--- config.mk ---
export PLATFORM = sky130hd
export DESIGN_NAME = mem_bus_arbiter
export DESIGN_NICKNAME = d
export VERILOG_FILES = /design/src/rtl/mem_bus_arbiter.sv
export SDC_FILE = /design/constraint.sdc
export NUM_CORES = 1
export LEC_CHECK = 0
export CAP_MARGIN = 10
export CORE_MARGIN = 2
export CORE_UTILIZATION = 25
export DETAILED_ROUTE_END_ITERATION = 10
export GPL_ROUTABILITY_DRIVEN = 0
export PLACE_DENSITY_LB_ADDON = 0.25
export SLEW_MARGIN = 0
export SYNTH_ARGS = -nofsm -noshare
export SYNTH_HDL_FRONTEND = slang
export SYNTH_SLANG_ARGS = --single-unit
--- constraint.sdc ---
create_clock -name clk -period 1.51 [get_ports clk]
set_clock_uncertainty 0.05 [all_clocks]
set_input_delay 0.3775 -clock clk [delete_from_list [all_inputs] [get_ports clk]]
set_output_delay 0.3775 -clock clk [all_outputs]
set_load 0.02 [all_outputs]
--- src/rtl/mem_bus_arbiter.sv ---
// Arbitrates the fetch and MEM-stage ports onto one shared bus, one transaction at a time.
// Define ARB_RR_EN for round-robin tie-breaking; otherwise data wins ties.
module mem_bus_arbiter #(
  parameter int ADDR_W = 32,
  parameter int DATA_W = 32
) (
  input  logic                clk,
  input  logic                rst,

  input  logic                inst_req,
  input  logic [ADDR_W-1:0]   inst_addr,
  output logic                inst_addr_ok,
  output logic                inst_data_ok,
  output logic [DATA_W-1:0]   inst_rdata,

  input  logic                data_req,
  input  logic                data_wr,
  input  logic [DATA_W/8-1:0] data_wstrb,
  input  logic [ADDR_W-1:0]   data_addr,
  input  logic [DATA_W-1:0]   data_wdata,
  output logic                data_addr_ok,
  output logic                data_data_ok,
  output logic [DATA_W-1:0]   data_rdata,

  output logic                bus_req,
  output logic                bus_wr,
  output logic [DATA_W/8-1:0] bus_wstrb,
  output logic [ADDR_W-1:0]   bus_addr,
  output logic [DATA_W-1:0]   bus_wdata,
  input  logic                bus_addr_ok,
  input  logic                bus_data_ok,
  input  logic [DATA_W-1:0]   bus_rdata,

  output logic                stallreq_for_bus
);

  typedef enum logic [1:0] {
    IDLE = 2'd0,
    ADDR = 2'd1,
    DATA = 2'd2
  } state_t;

  state_t state;
  logic   grant_data;
  logic   pick_data;
  logic   addr_hit;
  logic   data_hit;

`ifdef ARB_RR_EN
  logic last_grant_data;

  // On a tie the requester that was not served last goes first.
  assign pick_data = data_req & (~inst_req | ~last_grant_data);
`else
  assign pick_data = data_req;
`endif

  always_ff @(posedge clk) begin
    if (rst) begin
      state      <= IDLE;
      grant_data <= 1'b0;
      bus_req    <= 1'b0;
      bus_wr     <= 1'b0;
      bus_wstrb  <= '0;
      bus_addr   <= '0;
      bus_wdata  <= '0;
`ifdef ARB_RR_EN
      last_grant_data <= 1'b0;
`endif
    end else begin
      case (state)
        IDLE: begin
          if (inst_req | data_req) begin
            grant_data <= pick_data;
            bus_req    <= 1'b1;
            bus_wr     <= pick_data & data_wr;
            bus_wstrb  <= pick_data ? data_wstrb : '0;
            bus_addr   <= pick_data ? data_addr  : inst_addr;
            bus_wdata  <= pick_data ? data_wdata : '0;
            state      <= ADDR;
`ifdef ARB_RR_EN
            last_grant_data <= pick_data;
`endif
          end
        end
        ADDR: begin
          if (bus_addr_ok) begin
            bus_req <= 1'b0;
            state   <= DATA;
          end
        end
        DATA: begin
          if (bus_data_ok) begin
            state <= IDLE;
          end
        end
        default: begin
          bus_req <= 1'b0;
          state   <= IDLE;
        end
      endcase
    end
  end

  // Handshake pulses are same-cycle echoes of the bus, suppressed while in reset.
  assign addr_hit = (state == ADDR) & bus_addr_ok & ~rst;
  assign data_hit = (state == DATA) & bus_data_ok & ~rst;

  assign inst_addr_ok = addr_hit & ~grant_data;
  assign data_addr_ok = addr_hit &  grant_data;
  assign inst_data_ok = data_hit & ~grant_data;
  assign data_data_ok = data_hit &  grant_data;

  assign inst_rdata = inst_data_ok ? bus_rdata : '0;
  assign data_rdata = data_data_ok ? bus_rdata : '0;

  assign stallreq_for_bus = (inst_req | data_req) & ~(inst_data_ok | data_data_ok);

endmodule

======== Word-level counts from Yosys, hierarchy flattened ========
Cells that the tools add are included.
W data, S select, Z words.
storage, ports and cells
  register bits after elaboration ......... 73
  bits of input ports ..................... 139
  word-level logic and storage cells ...... 44
operators by class
  equality and inequality tests ........... 5
  muxes and demuxes ....................... 12
  bitwise logic cells ..................... 16
  reduce and logical (&&, ||, !) cells .... 4
operator list
  kind                  count
  $mux W32              4
  $and A1 B1 Y1         10
  $mux W2               3
  $ne A2 B2 Y1 const B  3
  $pmux W2 S3           1
  $reduce_and A3 Y1     2
  $mux W4               1
  $not A1 Y1            4
  $pmux W1 S3           1
  $eq A2 B1 Y1 const B  1
  $eq A2 B2 Y1 const B  1
  $logic_not A2 Y1      1
  $mux W1               2
  $or A1 B1 Y1          2
  $reduce_and A2 Y1     1

======== Logic depth before layout (Yosys ltp) ========
Gate-level depths: netlist (run 1).
  word-level depth ........................ 7
  gate-level depth with buffers ........... 6

======== Worst setup path before layout (run 1) ========
No wires, ideal clock.
  path kind ............................... input port to output port
  start ................................... in rst
  end ..................................... out data_addr_ok
  data arrival time ....................... 1.334 ns
  setup slack ............................. -0.252 ns
  stages .................................. 2
  path through ............................ clkbuf_1 nor4b_1
between the ends
  word-level cells in the longest chain between the ends .. 3
ends and longest elaborated chain
  element          line  source
  start, declared  8     input logic rst,
  $not A1 Y1       106   assign addr_hit = (state == ADDR) & bus_addr_ok & ~rst;
  $and A1 B1 Y1    106
  $and A1 B1 Y1    110   assign data_addr_ok = addr_hit & grant_data;
  end, declared    21    output logic data_addr_ok,
No other way between the ends.

======== Final worst setup path (run 1) ========
  start ................................... reg state[0]
  end ..................................... out inst_rdata[12]
between the ends
  word-level cells in the longest chain between the ends .. 5
ends and longest elaborated chain
  element                      line  source
  start, declared              43    state_t state;
  start signal, assigned       60    state <= IDLE;
  start signal, assigned       80    state <= ADDR;
  start signal, assigned       89    state <= DATA;
  $eq A2 B2 Y1                 107   assign data_hit = (state == DATA) & bus_data_ok & ~rst;
  $and A1 B1 Y1 (2 in series)  107
  $and A1 B1 Y1                111   assign inst_data_ok = data_hit & ~grant_data;
  $mux W32                     114   assign inst_rdata = inst_data_ok ? bus_rdata : '0;
  end, declared                14    output logic [DATA_W-1:0] inst_rdata,
No other way between the ends.

==> metrics.yaml, run 1 <==
run_status:
  status: "complete, but fails checks"
  failed_checks: "negative setup slack"
detailed_routing:
  firstDrtPassIters: 5
  wl_per_cell_microns: 17.4
  drc: 0
  wirelength_mm: 15.6
  vias: 4276
  ant_nets: 0
  vias_per_cell: 4.78
  drt-initial-drc-count: 125
setup_path:
  cp_max_fo: 6
  crit_path_end_kind: "primary output"
  crit_arrival_ps: 1720
  r2r_slack_ps: -180
  worst-setup-path-type: "reg2out"
  worstSetupStartpointType: "flip-flop"
  cp.required_ps: 1080
sta:
  fin_crit_ps: 2140
  slew_headroom_pct: 48.7
  finalSetupViolations: 139
  hold_viol: 0
  rsz0062_at_grt: "yes"
  fmax_mhz: 466
  timing.final.ws_setup_ps: -634
  worst_pin_slew_ps: 770
  hold-worst-slack_ps: 332
  slew_violations: 0
  period_share_pct: 142
pwr:
  p_per_area_mw_per_mm2: 828
  leakage_nw: 3.32
  vdd_drop_max_v: 0.000508
die:
  initial_core_util_pct: 25.5
  die-area_sq_mm: 0.0151
  fp.dieW_microns: 123
  die_height_microns: 123
  rows: 43
  core_area_sq_mm: 0.0138
  io_pins: 278
synth:
  yosysTopAreaCell: "dfxtp_1"
  synthArstFlopShare_pct: 0
  syn_nets: 554
  synth_most_common_cell: "dfxtp_1"
  synth-main-ff-cell: "dfxtp_1"
  synth_cells: 415
  synth_edf_count: 0
  ys_warn_count: 0
  synth_top_area_share_pct: 41.5
  synth.distinct_cells: 24
  synth_area_leaders: "dfxtp_1 (41%), a21oi_1 (10%), mux2i_1 (9.1%)"
  synth_area_sq_mm: 0.00352
  ys_ff_latch: 73
  synth_common_cells: "dfxtp_1 (73), a21oi_1 (72), nand2_1 (42)"
  yosysSeqAreaShare_pct: 41.5
  syn_avg_cell_area_sq_um: 8.49
placed_design:
  dp_hpwl_mm: 11.1
  io_buffer_count: 277
final_layout:
  drive_gt1_share_pct: 30.6
  area_growth_pct: 114
  fillers: 1293
  layout.nets: 847
  fin_util_pct: 54.5
clock_tree:
  cts_sinks: 73
  cts_htree_levels: 3
  cts_tree: "yes"
  clk_latency_ps: 340
  ctsRootBufferMaster: "clkbuf_16"
  path_clk_slew_ps: 60
  cts_buffer_depth: 2
  numCtsBuffers: 9
  hold_buffers: 0
global_routing:
  grt_max_degree: 71
  first_global_vias: 4089
  overflow: 0
  grt_first_pass_wirelength_mm: 21.6
  antenna_found_initial: 1
  grt_use_total_pct: 18.6
min_path:
  worstHoldPathType: "in2reg"
flow_run:
  cap_violations: 0
[registers in the layout, indices dropped and copies added, names as in the netlist]
signal	count
bus_addr	32
bus_req	1
bus_wdata	32
bus_wr	1
bus_wstrb	4
grant_data	1
state	2
[timing repair]
item / CTS / global route
pin swaps: 14 / 6
setup endpoints to repair: 139 / 73
buffers inserted: 6 / 10
resized for setup: 487 / 32
gates cloned: 5 / 4
[kinds of logic (layout without fill, tap and decap cells)]
kind of cell,count (synthesis),in the layout,synth area share [%]
mux,32,32,9.09
other cells,0,1,0
flops,73,73,41.5
buf+inv,45,343,7.49
simple gates,121,121,19.1
compound gates,144,144,22.8
[report_power, final]
part / total (mW) / leakage (nW) / switching (mW) / internal (mW)
Sequential: 2.19 / 0.603 / 0.0872 / 2.11
Combinational: 1.75 / 2.56 / 0.866 / 0.882
Clock: 2.29 / 0.157 / 0.836 / 1.45
[critical path: stages, from the launching register on]
cell and delay, ps:
dfxtp_2 320, and4bb_4 320, and2b_4 290, clkbuf_16 180, and2_4 150, buf_6 120
[final cells by class]
class	count	area [sq um]	share of cell area, %
diodes	1	2.50	0.0332
clock inverters	6	91.3	1.21
repair buffers	327	3400	45.2
multi-input cells	297	2120	28.1
flip-flops and latches	73	1460	19.4
clock buffers	10	229	3.04
well taps	180	225	2.99
[stage by stage]
stage               setup TNS (ps)  total power, mW  setup slack (ps)  instances  instance area [sq um]
global placement            -85160             3.94             -1110        854                   6780
global route                -50780             6.50              -663        894                   7530
CTS                         -40290             6.19              -642        880                   7290
detailed placement          -89430             3.97             -1150        854                   6780
finish                      -44910             6.23              -634        894                   7530
floorplan                    -6290             3.02              -173        415                   3740
[metal layers]
| metal | vias to the layer above | wire length, microns | track usage [%] |
|---|---|---|---|
| li1 | 2067 | - | - |
| met1 | 1998 | 5490 | 19.0 |
| met2 | 193 | 8040 | 33.4 |
| met3 | 18 | 1720 | 7.90 |
| met4 | 0 | 308 | 7.33 |
| met5 | - | 0 | 0 |
[worst paths after layout]
check | start | endpoint | cells past startpoint
worst max-delay path | state[0]$_SDFFE_PP0P_ | inst_rdata[12] | 5
worst min-delay path | rst | state[0]$_SDFFE_PP0P_ | 3
worst max register to register | state[0]$_SDFFE_PP0P_ | bus_addr[4]$_SDFFE_PP0P_ | 7
worst min register to register | bus_wstrb[0]$_SDFFE_PP0P_ | bus_wstrb[0]$_SDFFE_PP0P_ | 2
[placed cells by master, fill, tap and decap left out, drive strengths merged, types with 2 or more instances in the layout]
cell type	instances
nand2	42
nor2	6
and2	33
or2	2
o21ai	39
a21oi	72
buf	117
and3	32
mux2i	32
dfxtp	73
bufinv	2
clkinv	3
a211oi	32
dlygate4sd2	71
clkbuf	14
clkdlybuf4s50	134
No activity file was read; power rests on OpenSTA's default activity.
==> run 2: changes to the inputs <==
--- a/config.mk
+++ b/config.mk
@@ -10,2 +10,3 @@
 export CORE_UTILIZATION = 25
+export CTS_CLUSTER_SIZE = 24
 export DETAILED_ROUTE_END_ITERATION = 10
--- a/constraint.sdc
+++ b/constraint.sdc
@@ -4,2 +4,2 @@
 set_output_delay 0.3775 -clock clk [all_outputs]
-set_load 0.02 [all_outputs]
+set_load 0.05 [all_outputs]
==> metrics.yaml, run 2 (synthesis gave the netlist of run 1 again) <==
run_status:
  status: "complete, but fails checks"
  failed_checks: "negative setup slack"
pwr:
  power_mw: 7.10  # +14%
  combPwrFrac_pct: 35.4  # +7.3 points
  p_per_area_mw_per_mm2: 825  # -0.29%
  p_sw_share_pct: 31.7  # +3.0 points
  power_frac_seq_pct: 32.2  # -3.0 points
  p_int_mw: 4.85  # +9.1%
  clkPwrFrac_pct: 32.4  # -4.4 points
  p_switching_mw: 2.25  # +26%
  leakage_nw: 3.41  # +2.7%
  vdd_drop_max_v: 0.000638  # +26%
setup_path:
  r2r_slack_ps: 100  # +280 ps
  worstSetupStartpointType: "flip-flop"
  worstSetupPathDepth: 5  # unchanged
  cp_common_cell: "buf_12"
  crit_path_end_kind: "primary output"
  cp_slowest_stage_delay_ps: 320  # about the same
  cp.required_ps: 1080  # about the same
  crit_chain: "and4bb_4 > and2b_4 > buf_12 > and2_4 > buf_12"
  reg2reg_depth: 5  # -2
  worst-setup-path-type: "reg2out"
  crit_buf_inv: 2  # unchanged
  startpoint: "state[0]$_SDFFE_PP0P_"
  rr_startpoint: "state[1]$_SDFFE_PP0P_"
  crit_arrival_ps: 1580  # -140 ps
  cp_max_fo: 19  # +13
  critical_path.top_delay_family: "simple AND/OR/NAND/NOR gates"
  cp_slowest_cell: "dfxtp_2"
die:
  core_area_sq_mm: 0.0138  # unchanged
  rows: 43  # unchanged
  die_height_microns: 123  # unchanged
  initial_core_util_pct: 25.5  # unchanged
  die-area_sq_mm: 0.0151  # unchanged
  fp.dieW_microns: 123  # unchanged
  io_pins: 278  # unchanged
sta:
  hold-worst-slack_ps: 438  # +106 ps
  fin_crit_ps: 2010  # -137 ps
  slew_headroom_pct: 57.3  # +8.6 points
  rsz0062_at_grt: "yes"
  hold_viol: 0  # unchanged
  timing.final.ws_setup_ps: -497  # +137 ps
  finalSetupViolations: 69  # -50%
  slew_violations: 0  # unchanged
  period_share_pct: 133  # -9.1 points
  worst_pin_slew_ps: 641  # -129 ps
  fmax_mhz: 498  # +6.8%
detailed_routing:
  wl_per_cell_microns: 16.4  # -5.6%
  vias_per_cell: 4.73  # -1.0%
  drc: 0  # unchanged
  drt-initial-drc-count: 206  # +65%
  wirelength_mm: 14.4  # -7.5%
  ant_nets: 0  # unchanged
  vias: 4146  # -3.0%
  firstDrtPassIters: 7  # +2
final_layout:
  top_regs: "bus_addr (32), bus_wdata (32), bus_wstrb (4)"
  fin_area_sq_mm: 0.00860  # +14%
  fin_util_pct: 62.2  # +7.8 points
  stdcell_count: 876  # -2.0%
  area_growth_pct: 144
  diodes: 0  # -1
  final_common_cell: "buf_12"
  mostFrequentLayoutCells: "buf_12 (147), clkdlybuf4s50_1 (134), a21oi_1 (72), dfxtp_1 (71), nand2_1 (41)"
  layout.nets: 830  # -2.0%
  drive_gt1_share_pct: 38.2  # +7.6 points
global_routing:
  first_global_vias: 4201  # +2.7%
  grt_first_pass_wirelength_mm: 22.0  # +1.5%
  antenna_found_initial: 0  # -1
  grt_use_total_pct: 18.9  # +0.26 points
  grt_max_degree: 59  # -17%
  overflow: 0  # unchanged
clock_tree:
  path_clk_slew_ps: 60  # about the same
  clk_latency_ps: 330  # about the same
  cts_htree_levels: 3  # unchanged
  hold_buffers: 0  # unchanged
  cts_sinks: 73  # unchanged
  cts_buffer_depth: 2  # unchanged
  ctsRootBufferMaster: "clkbuf_16"
  numCtsBuffers: 9  # unchanged
  cts_tree: "yes"
min_path:
  hold_start: "rst"
  worstHoldPathType: "in2reg"
  min_delay_path_depth: 3  # unchanged
placed_design:
  dp_hpwl_mm: 11.5  # +3.8%
  io_buffer_count: 277  # unchanged
  place_inst: 857  # +0.35%
  placed_area_sq_mm: 0.00819  # +21%
flow_run:
  cap_violations: 0  # unchanged
[run 2: cell count changes in the layout (fill, tap and decap cells not counted), sizes merged]
cell           change
dlygate4sd2       -69
clkbuf             -3
diode              -1
clkinv             -2
clkdlybuf4s15      -1
buf               +57
inv                +1
[run 2: worst reg2reg max path, cell delays in order (launching register included)]
cell     delay [ps]
dfxtp_2         320
buf_4           180
or2_4           290
buf_4           210
o21ai_1         150
a21oi_1          80
[run 2: final cells by class]
class,instances,area [sq um]
fillers,1057,5220
repair buffers,310,4530
clock inverters,5,86.3
clock buffers,11,233
flip-flops and latches,73,1460
well taps,180,225
multi-input cells,297,2070
[run 2: per-layer routing]
metal  part of all wire (%)  GRT usage (%)  up-vias
li1                       -              -     2029
met1                     35           19.8     1908
met2                     52           34.5      186
met3                    9.5           6.64       23
met4                    2.5           7.18        0
met5                      0              0        -
[run 2: power groups by stage]
stage | Combinational, mW | Clock [mW] | Sequential (mW)
2_1_floorplan | 0.632 | 0 | 2.81
5_1_grt | 2.65 | 2.43 | 2.31
6_report | 2.51 | 2.30 | 2.29
3_5_place_dp | 2.51 | 0 | 2.33
4_1_cts | 2.52 | 2.36 | 2.29
3_3_place_gp | 2.48 | 0 | 2.32
[run 2: metrics by stage]
stage                     setup TNS [ps]  worst slack (ps)
after detailed placement          -60050              -743
final                             -31730              -497
after CTS                         -33130              -522
after global placement            -58700              -726
after floorplan                   -11170              -227
after global routing              -35980              -567
[run 2: path summary, 6_finish.rpt]
check                               endpoint
hold reg to reg         bus_req$_SDFFE_PP0P_
hold / removal    bus_wdata[26]$_SDFFE_PP0P_
setup / recovery              inst_rdata[31]
setup reg to reg   bus_wstrb[0]$_SDFFE_PP0P_
[run 2: what timing repair did]
item | 4_1_cts | 5_1_grt
pin swaps | 4 | 2
gates resized for setup | 15 | 6
setup buffers | 3 | 0
setup endpoints to repair | 69 | 121
==> run 3: changes to the inputs <==
- CORE_MARGIN: 2 -> default
- GPL_TIMING_DRIVEN: default -> 0
==> metrics.yaml, run 3 (synthesis gave the netlist of run 1 again) <==
global_routing:
  first_global_vias: 4601  # +9.5%
  antenna_found_initial: 1  # +1
  overflow: 0  # unchanged
  grt_first_pass_wirelength_mm: 23.4  # +6.5%
  grt_use_total_pct: 20.6  # +1.7 points
  grt_max_degree: 13  # -78%
clock_tree:
  path_clk_slew_ps: 60  # about the same
  cts_tree: "yes"
  ctsRootBufferMaster: "clkbuf_16"
  numCtsBuffers: 9  # unchanged
  hold_buffers: 0  # unchanged
  cts_buffer_depth: 2  # unchanged
  clk_latency_ps: 340  # about the same
  cts_htree_levels: 3  # unchanged
  cts_sinks: 73  # unchanged
pwr:
  power_mw: 7.16  # +0.87%
  clkPwrFrac_pct: 30.8  # -1.6 points
  combPwrFrac_pct: 38.1  # +2.7 points
  p_int_mw: 4.70  # -3.2%
  p_sw_share_pct: 34.4  # +2.7 points
  power_frac_seq_pct: 31.1  # -1.1 points
  leakage_nw: 3.59  # +5.4%
  vdd_drop_max_v: 0.000550  # -14%
  p_per_area_mw_per_mm2: 818  # -0.93%
  p_switching_mw: 2.47  # +9.6%
final_layout:
  fin_area_sq_mm: 0.00876  # +1.8%
  top_regs: "bus_addr (32), bus_wdata (32), bus_wstrb (4)"
  multiInputGateArea_sq_mm: 0.00271  # +31%
  mostFrequentLayoutCells: "clkdlybuf4s50_1 (134), buf_8 (79), dfxtp_1 (70), a21oi_2 (38), buf_2 (37)"
  layout.nets: 886  # +6.7%
  area_growth_pct: 149
  drive_gt1_share_pct: 58.5  # +20 points
  fillers: 1120  # +6.0%
  regArea_sq_mm: 0.00147  # +0.26%
  final_common_cell: "clkdlybuf4s50_1"
run_status:
  status: "complete, but fails checks"
  failed_checks: "negative setup slack"
sta:
  slew_violations: 0  # unchanged
  finalSetupViolations: 141  # +100%
  hold-worst-slack_ps: 413  # -24.3 ps
  period_share_pct: 142  # +9.2 points
  fin_crit_ps: 2150  # +139 ps
  hold_viol: 0  # unchanged
  rsz0062_at_grt: "yes"
  worst_pin_slew_ps: 723  # +82.3 ps
  fmax_mhz: 466  # -6.5%
  timing.final.ws_setup_ps: -637  # -139 ps
  slew_headroom_pct: 51.8  # -5.5 points
detailed_routing:
  drt-initial-drc-count: 154  # -25%
  vias_per_cell: 4.85  # +2.5%
  drc: 0  # unchanged
  firstDrtPassIters: 4  # -3
  ant_nets: 0  # unchanged
  wl_per_cell_microns: 17.6  # +7.1%
  vias: 4526  # +9.2%
  wirelength_mm: 16.4  # +14%
die:
  rows: 43  # unchanged
  die_height_microns: 121  # -1.6%
  fp.dieW_microns: 121  # -1.6%
  io_pins: 278  # unchanged
  die-area_sq_mm: 0.0146  # -3.2%
  initial_core_util_pct: 25.5  # unchanged
  core_area_sq_mm: 0.0138  # unchanged
setup_path:
  cp_slowest_stage_delay_ps: 340  # +20 ps
  cp_common_cell: "buf_8"
  crit_arrival_ps: 1720  # +140 ps
  worstSetupStartpointType: "flip-flop"
  worst-setup-path-type: "reg2out"
  crit_path_end_kind: "primary output"
  rr_startpoint: "state[1]$_SDFFE_PP0P_"
  crit_chain: "and4bb_4 > and2b_4 > buf_12 > buf_8 > and2_4 > buf_8"
  cp_slowest_cell: "dfxtp_4"
  startpoint: "state[0]$_SDFFE_PP0P_"
  cp_max_fo: 5  # -14
  cp.required_ps: 1080  # about the same
placed_design:
  placed_area_sq_mm: 0.00680  # -17%
  io_buffer_count: 276  # -0.36%
  dp_hpwl_mm: 10.6  # -7.5%
min_path:
  worstHoldPathType: "reg2reg"
  hold_start: "bus_wdata[29]$_SDFFE_PP0P_"
flow_run:
  cap_violations: 0  # unchanged
## run 3: cell types whose count changed in the layout (fill, tap and decap cells not counted), sizes merged
| cell | delta |
|---|---|
| clkbuf | +14 |
| clkdlybuf4s15 | +30 |
| bufinv | -1 |
| inv | -1 |
| clkdlybuf4s18 | +12 |
| diode | +1 |
| buf | +2 |
## run 3: power by group through the flow
stage / Combinational [mW] / Clock [mW] / Sequential [mW]
after floorplan: 0.632 / 0 / 2.81
after global placement: 2.08 / 0 / 2.23
after detailed placement: 2.11 / 0 / 2.24
after CTS: 2.50 / 2.23 / 2.22
after global routing: 2.85 / 2.32 / 2.24
final: 2.73 / 2.21 / 2.23
## run 3: area by class of cell
| cell class | instances | area share [%] |
|---|---|---|
| Antenna cell | 1 | 0.0286 |
| Buffer | 41 | 4.60 |
| Clock buffer | 13 | 2.97 |
| Clock inverter | 3 | 0.543 |
| Multi-Input combinational cell | 297 | 30.9 |
| Sequential cell | 73 | 16.8 |
| Tap cell | 180 | 2.57 |
| Timing Repair Buffer | 325 | 41.6 |
## run 3: critical path, delay by kind of cell (launching register included)
family / cells / cell delay [ps]
flip-flops: 1 / 340
AND/OR/NAND/NOR: 3 / 680
buffers and inverters: 3 / 360
## run 3: worst paths after layout
check	end	cells past startpoint	slack (ps)
max	inst_rdata[12]	6	-640
min	bus_wdata[29]$_SDFFE_PP0P_	2	410
max reg2reg	bus_wstrb[1]$_SDFFE_PP0P_	11	-260
min reg2reg	bus_wdata[29]$_SDFFE_PP0P_	2	410
## run 3: routing by layer
layer	up-vias	wire (microns)	track usage (%)
met2	193	8820	38.4
met5	-	0	0
met3	31	1050	5.75
met4	0	395	7.79
li1	2147	-	-
met1	2155	6130	21.7
## run 3: per-stage QoR
step | std cells | worst slack (ps) | utilization (%) | setup TNS (ps)
after floorplan | 415 | -227 | - | -11170
after global placement | 871 | -1660 | 49.2 | -136240
after detailed placement | 871 | -1670 | 49.2 | -137820
after CTS | 923 | -684 | 60.3 | -46800
after global routing | 933 | -676 | 63.4 | -58120
final | 933 | -637 | 63.4 | -50870
## run 3: repair_timing
item	in CTS	in global routing
buffers inserted	27	13
gates resized for setup	900	196
cloned	11	5
endpoints found under the setup margin	206	170
pin swaps	30	74
